[src/rtl/mpss_mailbox.sv]
// Inter-tile mailbox: four word FIFOs behind a simple bus slave.
// Tiles pop their own FIFO. irq_o flags each FIFO that is non-empty.
module mpss_mailbox #(
  parameter int DEPTH = 8
) (
  input  logic        clk_i,
  input  logic        arst_i,
  input  logic        bus_req,
  input  logic        bus_we,
  input  logic [31:0] bus_addr,
  input  logic [3:0]  bus_be,
  input  logic [31:0] bus_wdata,
  output logic        bus_ack,
  output logic        bus_resp,
  output logic [31:0] bus_rdata,
  output logic [3:0]  irq_o
);
  localparam int AW = $clog2(DEPTH);
  localparam int CW = AW + 1;
  localparam logic [CW-1:0] FULL = CW'(DEPTH);

  logic [31:0]   mem [4][DEPTH];
  logic [AW-1:0] rd_ptr_q [4];
  logic [AW-1:0] rd_ptr_d [4];
  logic [AW-1:0] wr_ptr_q [4];
  logic [AW-1:0] wr_ptr_d [4];
  logic [CW-1:0] cnt_q [4];
  logic [CW-1:0] cnt_d [4];
  logic [3:0]    ovf_q, ovf_d, undf_q, undf_d;
  logic          resp_q, resp_d;
  logic [31:0]   rdata_q, rdata_d;

  logic          mem_we;
  logic [1:0]    mem_sel;
  logic [AW-1:0] mem_addr;
  logic [5:0]    word;
  logic [1:0]    n;
  logic          rd_acc, wr_acc;
  logic [7:0]    cnt8;
  logic          unused_addr;

  assign bus_ack     = bus_req;
  assign word        = bus_addr[7:2];
  assign n           = word[1:0];
  assign rd_acc      = bus_req & ~bus_we;
  assign wr_acc      = bus_req & bus_we;
  assign unused_addr = ^{bus_addr[31:8], bus_addr[1:0]};
  assign bus_resp    = resp_q;
  assign bus_rdata   = rdata_q;

  always_comb begin
    for (int i = 0; i < 4; i++) irq_o[i] = (cnt_q[i] != '0);
  end

  always_comb begin
    rd_ptr_d = rd_ptr_q;
    wr_ptr_d = wr_ptr_q;
    cnt_d    = cnt_q;
    ovf_d    = ovf_q;
    undf_d   = undf_q;
    mem_we   = 1'b0;
    mem_sel  = n;
    mem_addr = wr_ptr_q[n];
    resp_d   = rd_acc;
    rdata_d  = '0;
    cnt8     = 8'(cnt_q[n]);
    case (word[5:2])
      4'd0: begin
        if (wr_acc && bus_be == 4'hF) begin
          if (cnt_q[n] == FULL) begin
            ovf_d[n] = 1'b1;
          end else begin
            mem_we      = 1'b1;
            wr_ptr_d[n] = wr_ptr_q[n] + 1'b1;
            cnt_d[n]    = cnt_q[n] + 1'b1;
          end
        end
      end
      4'd1: begin
        if (rd_acc) begin
          if (cnt_q[n] == '0) begin
            undf_d[n] = 1'b1;
          end else begin
            rdata_d     = mem[n][rd_ptr_q[n]];
            rd_ptr_d[n] = rd_ptr_q[n] + 1'b1;
            cnt_d[n]    = cnt_q[n] - 1'b1;
          end
        end
      end
      4'd2: begin
        if (rd_acc) begin
          rdata_d = {22'b0, ovf_q[n], undf_q[n], cnt8};
        end else if (wr_acc) begin
          // clear and flush may both apply on the same edge
          if (bus_wdata[0]) begin
            ovf_d[n]  = 1'b0;
            undf_d[n] = 1'b0;
          end
          if (bus_wdata[1]) begin
            rd_ptr_d[n] = '0;
            wr_ptr_d[n] = '0;
            cnt_d[n]    = '0;
          end
        end
      end
      4'd3: begin
        if (rd_acc && n == 2'd0) rdata_d = {28'b0, irq_o};
      end
      default: ;
    endcase
  end

  always_ff @(posedge clk_i or negedge arst_i) begin
    if (!arst_i) begin
      for (int i = 0; i < 4; i++) begin
        rd_ptr_q[i] <= '0;
        wr_ptr_q[i] <= '0;
        cnt_q[i]    <= '0;
      end
      ovf_q   <= '0;
      undf_q  <= '0;
      resp_q  <= 1'b0;
      rdata_q <= '0;
    end else begin
      rd_ptr_q <= rd_ptr_d;
      wr_ptr_q <= wr_ptr_d;
      cnt_q    <= cnt_d;
      ovf_q    <= ovf_d;
      undf_q   <= undf_d;
      resp_q   <= resp_d;
      rdata_q  <= rdata_d;
    end
  end

  // Message storage carries no reset; only pointers and counts define contents.
  always_ff @(posedge clk_i) begin
    if (mem_we) mem[mem_sel][mem_addr] <= bus_wdata;
  end

endmodule

[config.mk]
export PLATFORM = sky130hd
export DESIGN_NAME = mpss_mailbox
export DESIGN_NICKNAME = d
export VERILOG_FILES = /design/src/rtl/mpss_mailbox.sv
export SDC_FILE = /design/constraint.sdc
export NUM_CORES = 1
export LEC_CHECK = 0
export CORE_UTILIZATION = 61
export DETAILED_ROUTE_END_ITERATION = 6
export PLACE_DENSITY = 0.81
export SLEW_MARGIN = 5
export SYNTH_ARGS = -nofsm -noshare
export SYNTH_HDL_FRONTEND = slang
export SYNTH_SLANG_ARGS = --single-unit
[constraint.sdc]
create_clock -name clk_i -period 3.7 [get_ports clk_i]
set_input_delay 0.74 -clock clk_i [delete_from_list [all_inputs] [get_ports clk_i]]
set_output_delay 0.74 -clock clk_i [all_outputs]
set_load 0.02 [all_outputs]
=== Yosys cells after proc, flatten, opt, wreduce, memory -nomap -nowiden ===
Memory sizes are Yosys's and may differ from the RTL's.
Index checks and enable logic that the tools add are counted.

* Memory bits (writable): 1024
* Flip-flop bits (word level): 81
* Latch bits: 0
* Output and inout bits: 38
* Memories kept: 1
* Memory bits (read-only): 0
* Word-level logic and storage cells: 149

{| class="wikitable"
|+ Memory list
! name !! words !! bits a word !! rd ports !! clocked after Yosys merged registers in !! write ports !! line !! RTL
|-
| mem || 4 || 256 || 1 || 0 || 1 || 22 || <nowiki>logic [31:0] mem [4][DEPTH];</nowiki>
|}

* Bitwise logic cells: 16
* $lt $le $gt $ge: 7
* Multiplexer cells: 70
* Divide/modulo/power cells: 0
* Equal/unequal tests: 15
* Reductions and logical operators: 20
* $mul: 0
* Shifts and indexed selects: 0
* Add/subtract/negate cells: 4

{| class="wikitable"
|+ Operators with widths
! cell !! number
|-
| 2-to-1 mux 256 bit || 1
|-
| 2-to-1 mux 32 bit || 5
|-
| 2-to-1 mux 12 bit || 10
|-
| 2-to-1 mux 16 bit || 7
|-
| binary-select mux 32 bit (select 3 bit) || 1
|-
| demux 32 bit (select 3 bit) || 1
|-
| one-hot mux 32 bit (3 select lines) || 1
|-
| 2-to-1 mux 4 bit || 14
|-
| one-hot mux 12 bit (2 select lines) || 2
|-
| one-hot mux 16 bit (3 select lines) || 1
|-
| bitwise mux 16 bit || 2
|-
| bitwise AND 12 bit || 2
|-
| bitwise mux 12 bit || 2
|-
| AND reduction 6 bit || 4
|-
| inequality test 2 bit, second input constant || 10
|-
| bitwise AND 16 bit || 1
|-
| inverter 16 bit || 1
|-
| one-hot mux 4 bit (2 select lines) || 2
|-
| nonzero test 4 bit || 4
|-
| 2-to-1 mux 3 bit || 5
|-
| binary-select mux 3 bit (select 2 bit) || 2
|-
| inverter 12 bit || 1
|-
| 2-to-1 mux 10 bit || 1
|-
| bitwise AND 4 bit || 2
|-
| 30 further kinds || 50
|}

=== Longest topological paths before layout ===
Gate-level depths: netlist of run 1.

* Word-level depth: 11
* Mapped depth: 10
* Mapped depth without buffers: 8

=== Worst setup path before layout of run 1 ===
OpenSTA, ideal clock, no wires.

* Kind: input port to flip-flop
* Start: input bus_addr[2]
* End: memory mem[0][32] (netlist name) (enable)
* Cell stages on the path: 7
* Data arrival time: 3.667 ns
* Setup slack: -0.388 ns
* Cells stage by stage: buf_6 buf_4 buf_4 mux4_2 nor3_1 nand3_1 nor2_1

* Cells in the longest elaborated chain, start to end: 10

{| class="wikitable"
|+ Ends and longest elaborated chain
! what !! line !! RTL
|-
| from (decl) || 10 || <nowiki>input logic [31:0] bus_addr,</nowiki>
|-
| inverter 2 -> 3 bit (not written as such) || 63, 70 ||
|-
| binary-select mux 3 bit (select 2 bit) / binary-select mux 4 bit (select 2 bit) (equally long branches) || 63, 70 ||
|-
| 2-to-1 mux 3 bit (not written as such) / 2-to-1 mux 4 bit (equally long branches) (2 in series) || 63, 70 ||
|-
| inverter 3 -> 4 bit (not written as such) / equality test 4 bit (equally long branches) || 137, 70 ||
|-
| >= comparator 4 bit (not written as such), or another cell as far along || 137 || <nowiki>if (mem_we) mem[mem_sel][mem_addr] <= bus_wdata;</nowiki>
|-
| logical AND 1 bit (not written as such) / 2-to-1 mux 1 bit (equally long branches) || 137, 69 ||
|-
| 2-to-1 mux 32 bit (not written as such) / 2-to-1 mux 1 bit (equally long branches) || 137, 67 ||
|-
| demux 32 bit (select 3 bit) / 2-to-1 mux 1 bit (equally long branches) || 137 ||
|-
| 2-to-1 mux 256 bit (not written as such) || 137 ||
|-
| to (decl) || 22 ||
|}

Several ways; a longest one is shown, not always the timed one. The select of a mux whose other input is x is not followed.

=== Worst setup path in the final report of run 1 ===
* Start: register cnt_q[4] (netlist name)
* End: output irq_o[2]

* Cells in the longest elaborated chain, start to end: 1

{| class="wikitable"
|+ Ends and longest elaborated chain
! what !! line !! RTL
|-
| from (decl) || 27 || <nowiki>logic [CW-1:0] cnt_q [4];</nowiki>
|-
| from (signal assigned) || 127 || <nowiki>cnt_q <= cnt_d;</nowiki>
|-
| nonzero test 4 bit || 52 || <nowiki>for (int i = 0; i < 4; i++) irq_o[i] = (cnt_q[i] != '0);</nowiki>
|-
| to (decl) || 16 || <nowiki>output logic [3:0] irq_o</nowiki>
|}

Every way passes these cells.

==> results.json, run 1 <==
{
  "wl_per_cell_um": 31.4,
  "critPathCaptureType": "primary output",
  "cts.sinks": 1105,
  "timing.rr.end": "bus_rdata[8]$_DFF_PN0_",
  "syn_to_final_growth_pct": 15.5,
  "io_pins": 110,
  "crit_end": "irq_o[2]",
  "synthesis.area_um2": 43100,
  "cts_resized": 0,
  "netlist.area_leader.share_pct": 71.4,
  "cts_tree": "yes",
  "cts_buffers": 106,
  "path_max_fanout": 3,
  "rsz0062_at_grt": "no",
  "antenna_found_initial": 6,
  "powerDensity_nw_per_um2": 563,
  "firstDrtPassIters": 5,
  "final_nets": 2266,
  "crit_start": "cnt_q[4]$_DFFE_PN0P_",
  "ir_drop_mv": 0.423,
  "synth_flop_cell": "edfxtp_1",
  "yosys-top-cells-area": "edfxtp_1 (71%), mux4_2 (14%), dfrtp_1 (4.7%)",
  "crit_family": "simple AND/OR/NAND/NOR gates",
  "synth.ff_latch_count": 1105,
  "grt_pass1_vias": 22500,
  "htree_num_levels": 3,
  "worstMarginPinSlew_ns": 1.23,
  "dp_cells": 3021,
  "cp_slowest_stage_delay_ns": 0.65,
  "routed_via_density": 6.69,
  "finClkSkew_ns": 0.0428,
  "worst_hold_slack_ns": 0.197,
  "hp-class": "primary input to async pin",
  "die_h_um": 268,
  "finalSetupViolations": 0,
  "yosysTopAreaCell": "edfxtp_1",
  "core_um2": 69900,
  "antenna_left": 0,
  "r2r_start": "cnt_q[4]$_DFFE_PN0P_",
  "hold_buffers": 0,
  "maxCapViolCount": 0,
  "grt_max_degree": 97,
  "rr_worst_depth": 8,
  "arrival_ns": 2.28,
  "p_leak_uw": 0.0161,
  "slew_viol_final": 0,
  "max_freq_mhz": 331,
  "grt_pass1_wl_mm": 148,
  "fin_cells": 3220,
  "place_congestion": 0.807,
  "fp-row-count": 97,
  "postRouteWirelength_mm": 101,
  "place.port_buffers": 83,
  "vias": 21600,
  "syn_area_per_cell_um2": 21.7,
  "insertedDiodeCount": 0,
  "clk_path_buf_depth": 3,
  "relSlewSlack_pct": 17.8,
  "final.period_utilization_pct": 81.7,
  "ys_top_cells_by_count": "edfxtp_1 (1024), mux4_2 (267), mux2_2 (93)",
  "synth-seq-area-share_pct": 76.1,
  "outcome": "complete, no violations",
  "initial_core_util_pct": 61.6,
  "cts.reportedPaths.clkPinSlew_ns": 0.06,
  "syn_inst": 1985,
  "grt_overflow": 0,
  "critPathRequiredTime_ns": 2.96,
  "async_flop_share_pct": 7.33,
  "drive_above_1_share_pct": 29.8,
  "insertion_delay_ns": 0.69,
  "ys_types": 61,
  "grt_usage_pct": 29.2,
  "drc": 0,
  "r2r_setup_slack_ns": 0.76,
  "cts_root_buffer": "clkbuf_16",
  "drt_iter0_markers": 2895,
  "cpMaxStageDelayCell": "or4_1",
  "synth_edf_count": 1024,
  "fp.dieW_um": 268,
  "crit_chain": "or4_1, clkdlybuf4s50_1",
  "worst-path-stages": 2,
  "dieArea_um2": 71700,
  "synth_nets": 2062,
  "start_kind": "register",
  "dp_hpwl_mm": 56.3,
  "min_period_ns": 3.02,
  "setup.worst_path.class": "register to primary output",
  "yosysMostFrequentCell": "edfxtp_1",
  "cp.buffers_inverters": 1,
  "cts_setup_buffers": 0,
  "hold_viol_final": 0,
  "ys_warn_count": 0
}
## metrics by stage
step	instance area, um^2	worst slack [ns]	utilization [%]	TNS (ns)	power (uW)
2_1_floorplan	43100	-0.388	-	-230.53	16400
3_3_place_gp	46300	0.0953	66.3	0	17500
3_5_place_dp	46300	0.0733	66.3	0	17600
4_1_cts	49700	0.658	71.2	0	28100
5_1_grt	49700	0.639	71.2	0	28800
6_report	49700	0.676	71.2	0	28000
## kinds of logic after synthesis
logic type,synth area share (%)
flip-flops,76.1
multiplexers,18.3
AND/OR/NAND/NOR,2.03
AO/OA/AOI/OAI,2.14
buffers and inverters,1.26
adder cells (fa/ha/maj),0.145
XOR/XNOR,0.0407
## final cells by class
| cell class | instances | area [um^2] |
|---|---|---|
| well taps | 940 | 1180 |
| clock buffers | 146 | 2910 |
| inverters | 10 | 37.5 |
| repair buffers | 205 | 2340 |
| multi-input cells | 761 | 10000 |
| clock inverters | 53 | 480 |
| flip-flops and latches | 1105 | 32800 |
| fillers | 3887 | 20200 |
## power by group
part / switching [uW] / internal (uW) / leakage, uW
Sequential: 95.5 / 13800 / 0.0103
Clock: 4590 / 5940 / 0.00164
Combinational: 2080 / 1480 / 0.00420
## sequential cells by signal, indices dropped and copies added, names as in the netlist, named ones only
register	cells
mem	1024
bus_rdata	32
wr_ptr_q	12
cnt_q	16
bus_resp	1
rd_ptr_q	12
## worst min-delay path by stage
stage              from                      end  slack, ns  cells past startpoint
2_1_floorplan    arst_i                async pin       0.44                      0
3_3_place_gp   register                 register       0.47                      1
3_5_place_dp   register                 register       0.49                      1
4_1_cts          arst_i   bus_rdata[1]$_DFF_PN0_       0.19                      1
5_1_grt          arst_i  bus_rdata[10]$_DFF_PN0_       0.26                      1
6_report         arst_i    cnt_q[15]$_DFFE_PN0P_       0.20                      1
## layout by cell type (no fill, tap or decap), drive strengths merged, types with 8 or more instances in the layout
| master | synthesis | final |
|---|---|---|
| a21oi | 39 | 39 |
| buf | 69 | 125 |
| clkbuf | 40 | 146 |
| clkdlybuf4s50 | 0 | 80 |
| clkinv | 0 | 38 |
| dfrtp | 81 | 81 |
| edfxtp | 1024 | 1024 |
| inv | 10 | 14 |
| mux2 | 94 | 94 |
| mux2i | 79 | 79 |
| mux4 | 267 | 267 |
| nand2 | 67 | 67 |
| nand3 | 14 | 14 |
| nor2 | 57 | 57 |
| nor2b | 9 | 9 |
| o211ai | 52 | 52 |
| o21ai | 8 | 8 |
## layer usage
layer  global-route usage [%]  vias up  part of all wire (%)
met1                     39.6    11200                    35
met3                     5.42      221                    11
met5                        0        -                 0.033
met4                     10.9        6                   3.4
met2                     47.9     1443                    50
li1                         -     8691                     -
(Power assumes the default switching activity.)
==> run 2: changes to the inputs <==
Clock period 3.7 ns to 2.9 ns, I/O delays scaled along.
==> results.json, run 2 (synthesis gave the netlist of run 1 again) <==
{
  "cts.reportedPaths.clkPinSlew_ns": 0.06,
  "drive_above_1_share_pct": 33.4,
  "initial_core_util_pct": 61.6,
  "p_leak_uw": 0.0168,
  "cts_tree": "yes",
  "place_congestion": 0.836,
  "place.port_buffers": 83,
  "final.period_utilization_pct": 97.6,
  "clk_path_buf_depth": 3,
  "syn_to_final_growth_pct": 18.6,
  "io_pins": 110,
  "crit_family": "simple AND/OR/NAND/NOR gates",
  "worstMarginPinSlew_ns": 1.15,
  "core_um2": 69900,
  "fin_util_pct": 73.1,
  "slew_viol_final": 0,
  "dr_wl_met3_mm": 8.41,
  "finalSetupViolations": 0,
  "crit_chain": "or4_1, clkdlybuf4s50_1",
  "hp-class": "primary input to async pin",
  "arrival_ns": 2.25,
  "powerDensity_nw_per_um2": 731,
  "outcome": "complete, no violations",
  "dp_hpwl_mm": 58.8,
  "rsz0062_at_grt": "no",
  "firstDrtPassIters": 7,
  "layout_commonest_cell": "edfxtp_1",
  "relSlewSlack_pct": 23.2,
  "final_cell_mix": "edfxtp_1 (1024), mux4_2 (265), buf_4 (124), clkbuf_16 (105), mux2_2 (93)",
  "wl_per_cell_um": 31.0,
  "largest_register_ffs": 1024,
  "setup.worst_path.class": "register to primary output",
  "grt_overflow": 0,
  "insertion_delay_ns": 0.68,
  "drt_iter0_markers": 2804,
  "wl_met2_mm": 53.0,
  "antenna_found_initial": 4,
  "die_h_um": 268,
  "finClkSkew_ns": 0.0217,
  "drc": 0,
  "maxUsedRoutingLayer": "met5",
  "grt_pass1_wl_mm": 151,
  "fp.dieW_um": 268,
  "fp-row-count": 97,
  "min_period_ns": 2.83,
  "hold_viol_final": 0,
  "cts_resized": 0,
  "cts_root_buffer": "clkbuf_16",
  "grt_usage_pct": 29.7,
  "cts.sinks": 1105,
  "wl_met1_mm": 36.5,
  "vias": 21800,
  "start_kind": "register",
  "final_nets": 2341,
  "max_freq_mhz": 353,
  "htree_num_levels": 3,
  "fin_cells": 3293,
  "cp.buffers_inverters": 1,
  "ir_drop_mv": 0.619,
  "cpMaxStageDelayCell": "or4_1",
  "postRouteWirelength_mm": 102,
  "cts_setup_buffers": 0,
  "maxCapViolCount": 0,
  "cp_slowest_stage_delay_ns": 0.61,
  "dp_cells": 3098,
  "path_max_fanout": 3,
  "dieArea_um2": 71700,
  "grt_max_degree": 82,
  "routed_via_density": 6.63,
  "grt_pass1_vias": 22800,
  "critPathRequiredTime_ns": 2.32,
  "cts_buffers": 104,
  "critPathCaptureType": "primary output",
  "hold_buffers": 0,
  "antenna_left": 0,
  "largest_register": "mem"
}
[run 2: layout make-up]
class / instances / area [um^2]
Timing Repair Buffer: 282 / 3280
Multi-Input combinational cell: 761 / 10100
Inverter: 10 / 37.5
Clock buffer: 141 / 2870
Clock inverter: 53 / 813
Tap cell: 940 / 1180
Antenna cell: 1 / 2.50
Fill cell: 3744 / 18800
Sequential cell: 1105 / 32800
[run 2: stage by stage]
stage	instance area, um^2	hold WS, ns	worst slack [ns]	power [uW]	setup TNS, ns
final	51100	0.128	0.0708	37400	0
after global routing	51100	0.197	0.00944	38300	0
after CTS	51100	0.149	0.0451	37500	0
after detailed placement	47400	0.493	-0.320	22900	-260.86
after global placement	47400	0.470	-0.267	22700	-182.14
after floorplan	43400	0.284	-0.172	20900	-117.62
[run 2: routing by layer]
metal	global-route usage, %	vias to the layer above
met5	0	-
met3	4.77	244
li1	-	8845
met1	38.7	11400
met4	11.9	6
met2	50.6	1316
[run 2: final timing paths]
kind / startpoint / end / slack, ns / depth (start not counted)
worst max-delay path: cnt_q[12]$_DFFE_PN0P_ / irq_o[0] / 0.07 / 2
worst min-delay path: arst_i / cnt_q[12]$_DFFE_PN0P_ / 0.13 / 1
worst max register to register: cnt_q[0]$_DFFE_PN0P_ / cnt_q[4]$_DFFE_PN0P_ / 0.26 / 8
worst min register to register: rd_ptr_q[0]$_DFFE_PN0P_ / rd_ptr_q[0]$_DFFE_PN0P_ / 0.50 / 1
max in group asynchronous: arst_i / bus_rdata[12]$_DFF_PN0_ / 2.00 / 1
min in group clk_i: rd_ptr_q[0]$_DFFE_PN0P_ / rd_ptr_q[0]$_DFFE_PN0P_ / 0.50 / 1
[run 2: worst reg2reg max path, cell delays in order, from the launching register on]
cell and delay, ns:
dfrtp_1 0.39, mux4_2 0.49, inv_1 0.09, ha_1 0.17, inv_2 0.07, o311ai_4 0.50
nand2_1 0.19, nand3_1 0.24, mux2_2 0.37
[run 2: where the power goes]
part / internal (uW) / leakage [uW] / switching [uW] / total (uW)
clock network: 8690 / 0.00180 / 5950 / 14600
registers: 17600 / 0.0103 / 122 / 17700
logic: 2100 / 0.00472 / 2910 / 5010
total: 28400 / 0.0168 / 8980 / 37400
